$ cat src/rtl/clkcheck.sv
// Divided-clock health monitor: synchronizes clk into the CLK domain, strobes its edges,
// measures period/high time and tracks lock with a sticky fault flag.
module clkcheck #(
    parameter int unsigned CLKDIV    = 4,
    parameter int unsigned LOCKCOUNT = 4
) (
    input  logic       CLK,
    input  logic       RESET,
    input  logic       clk,
    output logic       rise,
    output logic       fall,
    output logic [3:0] period,
    output logic [3:0] high,
    output logic       locked,
    output logic       error
);

    localparam int unsigned CW = 4;
    localparam logic [CW-1:0] CNT_MAX  = '1;
    localparam logic [CW-1:0] EXP_PER  = CW'(CLKDIV);
    localparam logic [CW-1:0] EXP_HIGH = CW'(CLKDIV / 2);
    localparam logic [CW-1:0] LOCK_N   = CW'(LOCKCOUNT);

    typedef enum logic [1:0] {
        IDLE   = 2'd0,
        ACQ    = 2'd1,
        LOCKED = 2'd2
    } state_t;

    state_t        state_q, state_d;
    logic          sync_q, s_q, sd_q;
    logic [CW-1:0] cnt_q, cnt_d;
    logic [CW-1:0] gcnt_q, gcnt_d;
    logic          hvalid_q, hvalid_d;
    logic          rise_q, rise_d;
    logic          fall_q, fall_d;
    logic [CW-1:0] period_q, period_d;
    logic [CW-1:0] high_q, high_d;
    logic          locked_q, locked_d;
    logic          error_q, error_d;

    logic          e_r_c, e_f_c, good_c, sat_c;

    assign e_r_c  = s_q & ~sd_q;
    assign e_f_c  = ~s_q & sd_q;
    assign sat_c  = (cnt_q == CNT_MAX);
    assign good_c = (cnt_q == EXP_PER) && hvalid_q && (high_q == EXP_HIGH);

    // Next-state: counter, measurements and lock FSM; an edge always beats a timeout.
    always_comb begin
        state_d  = state_q;
        gcnt_d   = gcnt_q;
        hvalid_d = hvalid_q;
        period_d = period_q;
        high_d   = high_q;
        error_d  = error_q;
        rise_d   = e_r_c;
        fall_d   = e_f_c;

        if (e_r_c) begin
            cnt_d = CW'(1);
        end else if (sat_c) begin
            cnt_d = cnt_q;
        end else begin
            cnt_d = cnt_q + CW'(1);
        end

        if (e_r_c) begin
            period_d = cnt_q;
            hvalid_d = 1'b0;
        end
        if (e_f_c) begin
            high_d   = cnt_q;
            hvalid_d = 1'b1;
        end

        case (state_q)
            IDLE: begin
                if (e_r_c) begin
                    state_d = ACQ;
                    gcnt_d  = '0;
                end
            end
            ACQ: begin
                if (e_r_c) begin
                    if (good_c) begin
                        gcnt_d = gcnt_q + CW'(1);
                        if (gcnt_q + CW'(1) == LOCK_N) begin
                            state_d = LOCKED;
                        end
                    end else begin
                        gcnt_d = '0;
                    end
                end else if (sat_c) begin
                    state_d = IDLE;
                end
            end
            LOCKED: begin
                if (e_r_c) begin
                    if (!good_c) begin
                        state_d = ACQ;
                        gcnt_d  = '0;
                        error_d = 1'b1;
                    end
                end else if (sat_c) begin
                    state_d = IDLE;
                    error_d = 1'b1;
                end
            end
            default: begin
                state_d = IDLE;
                gcnt_d  = '0;
            end
        endcase

        locked_d = (state_d == LOCKED);
    end

    always_ff @(posedge CLK or posedge RESET) begin
        if (RESET) begin
            state_q  <= IDLE;
            sync_q   <= 1'b0;
            s_q      <= 1'b0;
            sd_q     <= 1'b0;
            cnt_q    <= '0;
            gcnt_q   <= '0;
            hvalid_q <= 1'b0;
            rise_q   <= 1'b0;
            fall_q   <= 1'b0;
            period_q <= '0;
            high_q   <= '0;
            locked_q <= 1'b0;
            error_q  <= 1'b0;
        end else begin
            state_q  <= state_d;
            sync_q   <= clk;
            s_q      <= sync_q;
            sd_q     <= s_q;
            cnt_q    <= cnt_d;
            gcnt_q   <= gcnt_d;
            hvalid_q <= hvalid_d;
            rise_q   <= rise_d;
            fall_q   <= fall_d;
            period_q <= period_d;
            high_q   <= high_d;
            locked_q <= locked_d;
            error_q  <= error_d;
        end
    end

    assign rise   = rise_q;
    assign fall   = fall_q;
    assign period = period_q;
    assign high   = high_q;
    assign locked = locked_q;
    assign error  = error_q;

endmodule

$ cat config.mk
export PLATFORM = sky130hd
export DESIGN_NAME = clkcheck
export DESIGN_NICKNAME = d
export VERILOG_FILES = /design/src/rtl/clkcheck.sv
export SDC_FILE = /design/constraint.sdc
export NUM_CORES = 1
export LEC_CHECK = 0
export ABC_CLOCK_PERIOD_IN_PS = 1550
export BUFFER_PORTS_ARGS = -buffer_cell sky130_fd_sc_hd__clkbuf_2
export CAP_MARGIN = 20
export CORE_ASPECT_RATIO = 1.25
export CORE_MARGIN = 5
export CORE_UTILIZATION = 30
export CTS_BUF_LIST = sky130_fd_sc_hd__clkbuf_4
export DETAILED_ROUTE_END_ITERATION = 6
export HOLD_SLACK_MARGIN = 0.02
export PLACE_DENSITY = 0.49
export SYNTH_ARGS = -nofsm -noshare
export SYNTH_HDL_FRONTEND = slang
export SYNTH_SLANG_ARGS = --single-unit
export TNS_END_PERCENT = 1
$ cat constraint.sdc
create_clock -name CLK -period 1.55 [get_ports CLK]
set_clock_uncertainty 0.15 [all_clocks]
set_input_delay 0.465 -clock CLK [delete_from_list [all_inputs] [get_ports CLK]]
set_output_delay 0.465 -clock CLK [all_outputs]
set_load 0.05 [all_outputs]
After elaboration in Yosys (flattened, before gate mapping)
Index checks and enable logic that the tools add are counted.
Word-level totals
  bits in registers: 26
  input bits: 3
  output and inout bits: 12
  logic and storage cells: 60
Operators by class
  add/sub/neg operators: 2
  eq/ne operators: 13
  muxes and demuxes: 21
  bitwise logic cells: 4
  reduce and logical (&&, ||, !) cells: 7
Operators by type and width (count)
  2-to-1 mux 4 bit: 7
  2-to-1 mux 2 bit: 7
  inequality test 2 bit (second input constant): 6
  case mux 4 bit (3 select lines): 1
  adder 4 x 1 -> 4 bit (second input constant): 2
  == test 4 x 3 -> 1 bit (second input constant): 2
  case mux 2 bit (3 select lines): 1
  2-to-1 mux 1 bit: 5
  == test 2 bit (second input constant): 2
  == test 4 x 2 -> 1 bit (second input constant): 1
  == test 4 bit (second input constant): 1
  AND reduction 4 bit: 1
  nonzero test 2 bit: 2
  AND reduction 3 bit: 1
  bitwise AND 1 bit: 2
  == test 2 x 1 -> 1 bit (second input constant): 1
  logical AND 1 bit: 2
  logical NOT 2 bit: 1
  NOT 1 bit: 2

Longest topological paths before layout
  word-level depth: 7
  depth in mapped cells: 7

Worst setup path after synthesis
No wires, ideal clock.
  path type: flip-flop to flip-flop
  start: register high_q[3], in the netlist high[3]
  end: register gcnt_q[2]
  arrival time: 1.564 ns
  slack: -0.247 ns
  cell stages (with the launch flop): 5
  clock period less this slack: 1.797 ns
  cells stage by stage: dfrtp_1 > or2_2 > nor3_4 > nand4b_1 > o22ai_1
Between the ends
  longest elaborated chain between the ends: 5
  elaborated cells between the ends (all ways): 7
Ends and longest elaborated chain
  from (decl): line 38  | logic [CW-1:0] high_q, high_d;
  from (signal assigned): line 145  | high_q <= high_d;
  == test 4 x 2 -> 1 bit *: line 47  | assign good_c = (cnt_q == EXP_PER) && hvalid_q && (high_q == EXP_HIGH);
  logical AND 1 bit *: line 47
  2-to-1 mux 4 bit: line 86  | if (good_c) begin
  2-to-1 mux 4 bit: line 85  | if (e_r_c) begin
  case mux 4 bit (3 select lines): line 77  | case (state_q)
  to (signal assigned): line 140  | gcnt_q <= gcnt_d;
  to (decl): line 33  | logic [CW-1:0] gcnt_q, gcnt_d;
Mark *: on every way between the ends. The rest lies on a longest branch, timed or not. The select of a mux whose other input is x is not followed.
A chain may end at the register's enable or synchronous reset.

Final worst setup path
  start: register high_q[0], in the netlist high[0]
  end: output port high[0]
RTL lines
  to (decl): line 13  | output logic [3:0] high,
No word-level cell between the ends.

==> flow_metrics.py <==
metrics = {
    "critical_path": {
        "cp_num_buf_inv": 2,
        "worstPathRequired_ns": 0.93,
        "crit_chain": "buf_6 -> clkbuf_16",
        "end_kind": "output pin",
        "critical_path.max_fanout": 2,
        "rrSetupSlack_ns": -0.04,
        "critPathTopFamily": "flip-flops",
        "cp_slowest_cell": "dfrtp_2",
        "critPathArrivalTime_ns": 1.04,
        "path_class": "flop to output pin",
        "max_stage_delay_ns": 0.44,
        "start_kind": "flop",
    },
    "detailed_routing": {
        "firstDrtPassIters": 4,
        "wl_per_cell_um": 12.4,
        "dr.first_iter.drc_count": 24,
        "postRouteAntennaNets": 0,
        "wl_um": 2540,
        "via_count": 915,
        "remaining_drc_errors": 0,
        "viasPerCell": 4.46,
    },
    "synth": {
        "async_reset_ff_share_pct": 100,
        "synth_edf_count": 0,
        "syn_area_um2": 1220,
        "syn-num-nets": 116,
        "synth_cell_types": 29,
        "synth-warning-count": 0,
        "syn_avg_cell_area_um2": 11.4,
        "synth_seq_area_share_pct": 53.5,
        "synthFlopType": "dfrtp_1",
        "yosys_register_bits": 26,
        "syn_inst": 107,
    },
    "status": {
        "status": "finished with violations",
        "violations": "setup timing",
    },
    "clocking": {
        "htreeDepth": 1,
        "clockBufferDepth": 2,
        "cts_root_buffer": "clkbuf_4",
        "cts_buffers": 3,
        "cts_tree": "yes",
        "cts.sinks": 26,
        "clk_latency_ns": 0.32,
        "path_clk_slew_ns": 0.15,
    },
    "placement": {
        "placement.cell_area_um2": 1520,
        "dp.cells": 197,
        "gp_congestion": 0.744,
        "place_worst_setup_slack_ns": -0.102,
        "port_buffers": 14,
        "dp_hpwl_um": 1890,
    },
    "timing": {
        "hold_viol_final": 0,
        "rsz0062_at_grt": "true",
        "fin_ws_ns": -0.109,
        "period_share_pct": 107,
        "fmax_mhz": 603,
        "slew_violations": 0,
        "slew-limit-headroom_pct": 78.1,
        "finalCriticalPeriod_ns": 1.66,
        "setup_viol": 10,
        "tightestPinTransition_ns": 0.329,
        "finalSetupTns_ns": -0.462,
    },
    "finish": {
        "nFillCells": 374,
        "design_area_um2": 1820,
        "multi_input_area_um2": 583,
        "seqCellArea_um2": 656,
        "area_growth_pct": 49.7,
        "final_cells": 205,
        "fin_nets": 159,
        "diodes": 0,
        "drive_gt1_share_pct": 47.7,
    },
    "flow_run": {
        "max_cap_viol_count": 0,
    },
    "grt": {
        "first_global_vias": 954,
        "grt_max_degree": 27,
        "antenna_found_initial": 0,
        "overflow": 0,
        "grt_first_pass_wirelength_um": 4370,
        "grtUsageTotal_pct": 10.3,
    },
    "die": {
        "start_util_pct": 30.4,
        "io_pins": 15,
        "fp.dieArea_um2": 5440,
        "fp-row-count": 26,
        "chipWidth_um": 67.0,
        "coreArea_um2": 4000,
        "fp.dieH_um": 81.2,
    },
    "min_path": {
        "hp-class": "input port to flop",
    },
    "power": {
        "cellLeakagePower_nw": 0.844,
        "cellPowerDensity_nw_per_um2": 1550,
        "peakVddDrop_v": 0.00104,
    },
}
[cell usage after synthesis, types with 2 or more instances]
cell type	n	area share (%)
dfrtp_1	26	53
inv_1	9	2.8
mux2_2	9	8.3
nand2_1	7	2.2
nor2_1	7	2.2
ha_1	6	6.2
nand2b_1	5	2.6
o21ai_0	5	2.1
a21oi_1	4	1.6
nand3_1	3	1.2
a211oi_1	2	1.2
a21o_1	2	1.2
a31oi_1	2	1.0
and2_1	2	1.0
clkbuf_1	2	0.62
o22ai_1	2	1.0
o31ai_1	2	1.2
[registers in the layout (all words and copies together) (netlist names), 2 cells and up]
register  cells
gcnt_q        4
cnt_q         4
period        4
state_q       2
high          4
[stage by stage]
| stage | power (W) | utilization [%] | hold WS [ns] |
|---|---|---|---|
| after floorplan | 0.00163 | - | 0.181 |
| after global placement | 0.00199 | 38.0 | 0.183 |
| after detailed placement | 0.00200 | 38.0 | 0.186 |
| after CTS | 0.00275 | 43.6 | 0.0679 |
| after global routing | 0.00297 | 45.5 | 0.0544 |
| final | 0.00282 | 45.5 | 0.0815 |
[metal layers]
layer	track usage (%)	part of all wire, %	up-vias
met1	13.0	43	444
met2	17.5	54	10
met4	3.65	0.55	0
li1	-	-	459
met3	1.94	2.9	2
met5	0	0	-
[cell families after synthesis]
kind of cell | after synthesis | synth area share (%)
adders and majority gates | 6 | 6.17
xor gates and xnor gates | 1 | 0.720
AOI/OAI and AO/OA | 22 | 11.5
muxes | 10 | 9.16
DFF | 26 | 53.5
buffers and inverters | 11 | 3.40
and+or+nand+nor | 31 | 15.5
[power by group]
part / internal (W) / switching [W]
Sequential: 0.000837 / 0.000131
Clock: 0.000261 / 0.000212
Combinational: 0.000691 / 0.000687
[worst reg2reg max path, stage by stage (launching register included)]
cell and delay (ns):
dfrtp_2 0.44, nand4bb_4 0.25, nor3_4 0.22, buf_6 0.14, nand2_2 0.06, o31ai_2 0.24
[what timing repair did]
item | in CTS | in global routing
setup buffers | 2 | 2
resized for setup | 32 | 24
pin swaps | 3 | 6
hold buffers | 1 | 0
hold endpoints to repair | 26 | 0
setup endpoints to repair | 20 | 22
[cell type report]
class,count,share of cell area (%)
clock inverters,1,1.65
inverters,9,1.86
repair buffers,40,23.4
clock buffers,3,1.24
well taps,56,3.85
flip-flops and latches,26,36.0
multi-input cells,70,32.0
[placed cells by master, fill, tap and decap left out, types with 2 or more instances in the layout]
cell type	n
a31oi_1	2
clkbuf_4	3
a211oi_1	2
ha_2	2
buf_6	6
nand2_1	5
mux2_2	9
a21o_1	2
nand2b_1	5
dfrtp_1	22
inv_1	8
clkbuf_2	2
clkbuf_16	3
nand3_1	2
buf_8	7
o21ai_1	3
and2_1	2
a21oi_1	2
ha_1	4
nor2_1	7
a21oi_2	2
nand2_2	2
buf_4	21
dfrtp_2	4
o21ai_0	2
[final timing paths]
| check | cells past startpoint | from | end |
|---|---|---|---|
| hold reg to reg | 0 | sync_q | s_q |
| setup / recovery | 2 | high[0] | high[0] |
| hold / removal | 1 | clk | sync_q |
| max in group asynchronous | 4 | RESET | high[3] |
| min in group asynchronous | 4 | RESET | rise |
| setup reg to reg | 5 | high[0] | state_q[1] |
Note: power is estimated with default switching activity, not from simulation.
